===== src/rtl/jbi_ssi_arb.sv =====
// Round-robin arbiter between the UCB path (req0) and boot/diag prefetch (req1)
// for the single SIF command port; runs one transaction at a time to completion.
module jbi_ssi_arb #(
    parameter int ADDR_W = 28,
    parameter int SZ_W   = 2,
    parameter int DATA_W = 64
) (
    input  logic              clk_i,
    input  logic              arst_i,
    // Handshakes: reqN_vld_i is a level held until the one-cycle reqN_gnt_o;
    // SIF completion/timeout are levels held until the matching one-cycle accept.
    input  logic              req0_vld_i,
    input  logic              req0_rw_i,
    input  logic [SZ_W-1:0]   req0_size_i,
    input  logic [ADDR_W-1:0] req0_addr_i,
    input  logic [DATA_W-1:0] req0_wdata_i,
    input  logic              req1_vld_i,
    input  logic              req1_rw_i,
    input  logic [SZ_W-1:0]   req1_size_i,
    input  logic [ADDR_W-1:0] req1_addr_i,
    input  logic [DATA_W-1:0] req1_wdata_i,
    output logic              req0_gnt_o,
    output logic              req0_done_o,
    output logic              req0_tout_o,
    output logic              req1_gnt_o,
    output logic              req1_done_o,
    output logic              req1_tout_o,
    output logic [DATA_W-1:0] arb_rdata_o,
    output logic              arb_tout_rw_o,
    output logic              arb_sif_vld_o,
    output logic              arb_sif_rw_o,
    output logic [SZ_W-1:0]   arb_sif_size_o,
    output logic [ADDR_W-1:0] arb_sif_addr_o,
    output logic [DATA_W-1:0] arb_sif_wdata_o,
    output logic              arb_sif_rdata_accpt_o,
    output logic              arb_sif_timeout_accpt_o,
    input  logic              sif_arb_busy_i,
    input  logic              sif_arb_rdata_vld_i,
    input  logic [DATA_W-1:0] sif_arb_rdata_i,
    input  logic              sif_arb_timeout_i,
    input  logic              sif_arb_timeout_rw_i,
    output logic [1:0]        dbg_state_o
);

    typedef enum logic [1:0] {ST_IDLE, ST_ISSUE, ST_WAIT, ST_ACK} state_t;

    state_t              state_q, state_d;
    logic                last_owner_q, last_owner_d;
    logic                rw_q, rw_d;
    logic [SZ_W-1:0]     size_q, size_d;
    logic [ADDR_W-1:0]   addr_q, addr_d;
    logic [DATA_W-1:0]   wdata_q, wdata_d;
    logic [DATA_W-1:0]   rdata_q, rdata_d;
    logic                tout_rw_q, tout_rw_d;
    logic                gnt0_q, gnt0_d, gnt1_q, gnt1_d;
    logic                done0_q, done0_d, done1_q, done1_d;
    logic                tout0_q, tout0_d, tout1_q, tout1_d;
    logic                sif_vld_q, sif_vld_d;
    logic                acc_rd_q, acc_rd_d, acc_to_q, acc_to_d;
    logic                pick1;
    logic                sif_event;

    always_comb begin
        state_d      = state_q;
        last_owner_d = last_owner_q;
        rw_d         = rw_q;
        size_d       = size_q;
        addr_d       = addr_q;
        wdata_d      = wdata_q;
        rdata_d      = rdata_q;
        tout_rw_d    = tout_rw_q;
        gnt0_d       = 1'b0;
        gnt1_d       = 1'b0;
        done0_d      = 1'b0;
        done1_d      = 1'b0;
        tout0_d      = 1'b0;
        tout1_d      = 1'b0;
        sif_vld_d    = 1'b0;
        acc_rd_d     = 1'b0;
        acc_to_d     = 1'b0;
        pick1        = req1_vld_i && (!req0_vld_i || !last_owner_q);
        sif_event    = sif_arb_rdata_vld_i || sif_arb_timeout_i;

        case (state_q)
            // The edge leaving ACK is already an arbitration point, so a waiting
            // requester is captured back-to-back without an extra IDLE cycle.
            ST_IDLE, ST_ACK: begin
                state_d = ST_IDLE;
                if ((req0_vld_i || req1_vld_i) && !sif_arb_busy_i) begin
                    state_d      = ST_ISSUE;
                    last_owner_d = pick1;
                    sif_vld_d    = 1'b1;
                    gnt0_d       = !pick1;
                    gnt1_d       = pick1;
                    rw_d         = pick1 ? req1_rw_i    : req0_rw_i;
                    size_d       = pick1 ? req1_size_i  : req0_size_i;
                    addr_d       = pick1 ? req1_addr_i  : req0_addr_i;
                    wdata_d      = pick1 ? req1_wdata_i : req0_wdata_i;
                end
            end
            ST_ISSUE: state_d = ST_WAIT;
            ST_WAIT: begin
                if (sif_event) begin
                    state_d   = ST_ACK;
                    rdata_d   = sif_arb_rdata_i;
                    tout_rw_d = sif_arb_timeout_rw_i;
                    acc_rd_d  = sif_arb_rdata_vld_i;
                    acc_to_d  = sif_arb_timeout_i;
                    // Completion wins over a simultaneous timeout.
                    done0_d   = sif_arb_rdata_vld_i && !last_owner_q;
                    done1_d   = sif_arb_rdata_vld_i && last_owner_q;
                    tout0_d   = !sif_arb_rdata_vld_i && !last_owner_q;
                    tout1_d   = !sif_arb_rdata_vld_i && last_owner_q;
                end
            end
            default: state_d = ST_IDLE;
        endcase
    end

    always_ff @(posedge clk_i or posedge arst_i) begin
        if (arst_i) begin
            state_q      <= ST_IDLE;
            last_owner_q <= 1'b1;
            rw_q         <= 1'b0;
            size_q       <= '0;
            addr_q       <= '0;
            wdata_q      <= '0;
            rdata_q      <= '0;
            tout_rw_q    <= 1'b0;
            gnt0_q       <= 1'b0;
            gnt1_q       <= 1'b0;
            done0_q      <= 1'b0;
            done1_q      <= 1'b0;
            tout0_q      <= 1'b0;
            tout1_q      <= 1'b0;
            sif_vld_q    <= 1'b0;
            acc_rd_q     <= 1'b0;
            acc_to_q     <= 1'b0;
        end else begin
            state_q      <= state_d;
            last_owner_q <= last_owner_d;
            rw_q         <= rw_d;
            size_q       <= size_d;
            addr_q       <= addr_d;
            wdata_q      <= wdata_d;
            rdata_q      <= rdata_d;
            tout_rw_q    <= tout_rw_d;
            gnt0_q       <= gnt0_d;
            gnt1_q       <= gnt1_d;
            done0_q      <= done0_d;
            done1_q      <= done1_d;
            tout0_q      <= tout0_d;
            tout1_q      <= tout1_d;
            sif_vld_q    <= sif_vld_d;
            acc_rd_q     <= acc_rd_d;
            acc_to_q     <= acc_to_d;
        end
    end

    assign req0_gnt_o              = gnt0_q;
    assign req1_gnt_o              = gnt1_q;
    assign req0_done_o             = done0_q;
    assign req1_done_o             = done1_q;
    assign req0_tout_o             = tout0_q;
    assign req1_tout_o             = tout1_q;
    assign arb_rdata_o             = rdata_q;
    assign arb_tout_rw_o           = tout_rw_q;
    assign arb_sif_vld_o           = sif_vld_q;
    assign arb_sif_rw_o            = rw_q;
    assign arb_sif_size_o          = size_q;
    assign arb_sif_addr_o          = addr_q;
    assign arb_sif_wdata_o         = wdata_q;
    assign arb_sif_rdata_accpt_o   = acc_rd_q;
    assign arb_sif_timeout_accpt_o = acc_to_q;
    assign dbg_state_o             = state_q;

endmodule


===== config.mk =====
export PLATFORM = sky130hd
export DESIGN_NAME = jbi_ssi_arb
export DESIGN_NICKNAME = d
export VERILOG_FILES = /design/src/rtl/jbi_ssi_arb.sv
export SDC_FILE = /design/constraint.sdc
export NUM_CORES = 1
export LEC_CHECK = 0
export ABC_CLOCK_PERIOD_IN_PS = 8200
export CAP_MARGIN = 20
export CORE_AREA = 2 2 168 170
export CTS_BUF_LIST = sky130_fd_sc_hd__clkbuf_4 sky130_fd_sc_hd__clkbuf_8
export DETAILED_ROUTE_END_ITERATION = 6
export DIE_AREA = 0 0 170 172
export SLEW_MARGIN = 40
export SYNTH_ARGS = -nofsm -noshare
export SYNTH_HDL_FRONTEND = slang
export SYNTH_SLANG_ARGS = --single-unit

===== constraint.sdc =====
create_clock -name clk_i -period 8.2 [get_ports clk_i]
set_clock_uncertainty 0.1 [all_clocks]
set_input_delay 1.64 -clock clk_i [delete_from_list [all_inputs] [get_ports clk_i]]
set_output_delay 1.64 -clock clk_i [all_outputs]
set_load 0.02 [all_outputs]

==> flow_metrics.tcl <==
set metrics [dict create \
    status "complete, no violations" \
    seqCellArea_um2 4310 \
    syn2layout_area_growth_pct 68.2 \
    power.density_nw_per_um2 364 \
    finalNetCount 1180 \
    comb_power_share_pct 53.4 \
    clk_latency_ns 0.45 \
    syn_area_um2 7410 \
    dp_worst_setup_slack_ns 3.94 \
    vdd_drop_max_mv 0.144 \
    post_cts_buffers 0 \
    hold-worst-slack_ns 0.396 \
    arrival_ns 3.95 \
    yosysWarnings 0 \
    max-slew-margin-rel_pct 49.0 \
    p_sw_share_pct 39.0 \
    setup_tns_ns 0 \
    holdBufCountCts 0 \
    gp_congestion 0.729 \
    grt_first_pass_wirelength_um 38600 \
    worstSetupPathType "primary input to flop" \
    clkTransAtPathRegs_ns 0.09 \
    dpl_cell_area_um2 12000 \
    max_stage_delay_ns 0.66 \
    layout-drive-gt1-share_pct 6.88 \
    fin_ws_ns 4.49 \
    yosysUniqueCellTypes 28 \
    cpMaxStageDelayCell "and2_2" \
    coreArea_um2 27500 \
    internal_power_mw 2.77 \
    io_buffers 432 \
    rows 61 \
    max_freq_mhz 269 \
    multi_input_area_um2 2800 \
    synth_area_per_cell_um2 14.4 \
    ys_ff_latch 172 \
    grt_start_max_net_pins 100 \
    dieArea_um2 29200 \
    crit_family "buffers and inverters" \
    fin_util_pct 45.3 \
    antenna-diode-count 0 \
    min_period_ns 3.71 \
    die_h_um 172 \
    holdCritStartpoint "arb_rdata_o[12]$_DFFE_PP0P_" \
    crit_path_max_fanout 52 \
    tightest_slew_ns 0.765 \
    maxCapViolCount 0 \
    finalSetupViolations 0 \
    fin_area_um2 12500 \
    regToRegSetupSlack_ns 5.67 \
    path_cells "clkdlybuf4s50_1 -> and2_2 -> buf_4 -> and4b_1 -> a221o_1" \
    hold_viol 0 \
    synth-async-reset-ratio_pct 100 \
    p_leak_nw 5.31 \
    fp.dieW_um 170 \
    fillCellCount 2544 \
    antenna_found_initial 0 \
    cts-htree-levels 4 \
    track_usage_pct 17.2 \
    cts_buffers 17 \
    clock_path_buffers 2 \
    path_buf_inv 2 \
    syn-instance-count 513 \
    cp-start-kind "primary input" \
    yosysSeqAreaShare_pct 58.1 \
    drc 0 \
    cts_tree "done" \
    p_seq_share_pct 32.6 \
    p_sw_mw 1.77 \
    whs_path_depth 1 \
    dp_cells 1243 \
    wirelength_um 26200 \
    first_iter_violations 436 \
    postRouteAntennaNets 0 \
    pwr-share-clk_pct 14.0 \
    critPathRequiredTime_ns 8.43 \
    tritoncts_num_sinks 172 \
    min_to "arb_rdata_o[12]$_DFFE_PP0P_" \
    maxSlewViolCount 0 \
    reg2reg_depth 4 \
    wl_per_cell_um 20.5 \
    rsz0062_at_grt "no" \
    dp_hpwl_um 18300 \
    syn_nets 776 \
    grt_overflow 0 \
    clock-root-buffer "clkbuf_8" \
    synth_edf_count 0 \
    hp-class "flop to flop" \
    r2r_start "last_owner_q$_DFFE_PP1P_" \
    post_layout_nonfiller_instances 1276 \
    period_share_pct 45.3 \
    first_global_vias 6405 \
    end_kind "flop" \
    synth_flop_cell "dfrtp_1" \
    cts_resized 0 \
    firstDrtPassIters 4 \
    routed_via_density 4.93 \
    initial_core_util_pct 27.0 \
    pin_count 433 \
    r2r-end "arb_sif_wdata_o[34]$_DFFE_PP0P_" \
    vias 6286 \
    p_total_mw 4.54 \
]
## worst register-to-register path, stage by stage, from the launching register on
cell and delay, ns:
dfstp_2 0.58, and2_2 0.63, buf_4 0.55, and4b_1 0.29
a221o_1 0.26
## cell type report
type                    instances  area share, %
clock buffers                  18           1.94
clock inverters                14           1.39
inverters                       5          0.211
multi-input cells             277           22.5
flip-flops and latches        172           34.6
well taps                     346           3.47
repair buffers                444           36.0
## synthesized netlist by cell type, types with 2 or more instances
master | count | area (µm²)
dfrtp_1 | 171 | 4280
a221o_1 | 95 | 951
and4b_1 | 95 | 951
mux2_1 | 55 | 619
clkbuf_1 | 30 | 113
buf_2 | 18 | 90.1
mux2_2 | 10 | 113
buf_4 | 6 | 45.0
buf_6 | 5 | 56.3
inv_1 | 4 | 15.0
nand2_1 | 3 | 11.3
a21oi_1 | 2 | 10.0
and2_1 | 2 | 12.5
nor2_1 | 2 | 7.51
nor3_1 | 2 | 10.0
## worst max-delay path by stage
stage               start                               to  slack (ns)  cells after the start
6_report       req0_vld_i  arb_sif_wdata_o[34]$_DFFE_PP0P_        4.49                      5
4_1_cts        req0_vld_i  arb_sif_wdata_o[34]$_DFFE_PP0P_        4.47                      5
2_1_floorplan      arst_i       arb_rdata_o[0]$_DFFE_PP0P_        1.80                      1
5_1_grt        req0_vld_i  arb_sif_wdata_o[52]$_DFFE_PP0P_        4.32                      5
3_5_place_dp   req0_vld_i  arb_sif_wdata_o[54]$_DFFE_PP0P_        3.94                      5
3_3_place_gp   req1_vld_i   arb_sif_addr_o[22]$_DFFE_PP0P_        3.90                      5
## power by group through the flow
stage	combinational, mW	sequential (mW)	clock (mW)
finish	2.42	1.48	0.637
global route	2.57	1.53	0.704
CTS	2.45	1.48	0.666
detailed placement	2.45	1.49	0
global placement	2.40	1.49	0
floorplan	0.788	1.96	0
## cell usage in the layout (no fill, tap or decap), types with 2 or more instances in the layout
master	count
buf_6	3
and4b_1	95
nor3_1	2
clkbuf_8	17
dfrtp_1	171
buf_4	5
clkdlybuf4s50_1	431
clkinv_8	2
clkinv_4	4
mux2_2	10
a21oi_1	2
a221o_1	95
buf_16	2
o21ai_4	2
and2_1	2
inv_8	7
nor2_1	2
mux2_1	55
nand2_1	3
inv_1	3
## layer usage
layer	vias to the layer above	share of wire, %	GRT usage (%)
li1	2878	-	-
met3	19	10	7.03
met4	0	1.4	4.12
met5	-	0	0
met1	3070	39	19.9
met2	319	50	30.0
## cell families after synthesis
group,after synthesis,synth area share (%)
DFF,172,58.1
muxes,65,9.88
and+or+nand+nor,108,13.8
buffers and inverters,64,4.36
AOI/OAI and AO/OA,103,13.7
adders and majority gates,1,0.169
## sequential cells by signal, summed over array words and instances, names as in the netlist
name                     cells
last_owner_q                 1
arb_sif_rdata_accpt_o        1
req1_gnt_o                   1
req1_done_o                  1
arb_sif_timeout_accpt_o      1
req1_tout_o                  1
req0_done_o                  1
arb_sif_rw_o                 1
arb_tout_rw_o                1
arb_sif_vld_o                1
dbg_state_o                  2
arb_sif_size_o               2
req0_tout_o                  1
req0_gnt_o                   1
arb_sif_wdata_o             64
arb_sif_addr_o              28
arb_rdata_o                 64
Note: power is estimated with default switching activity, not from simulation.
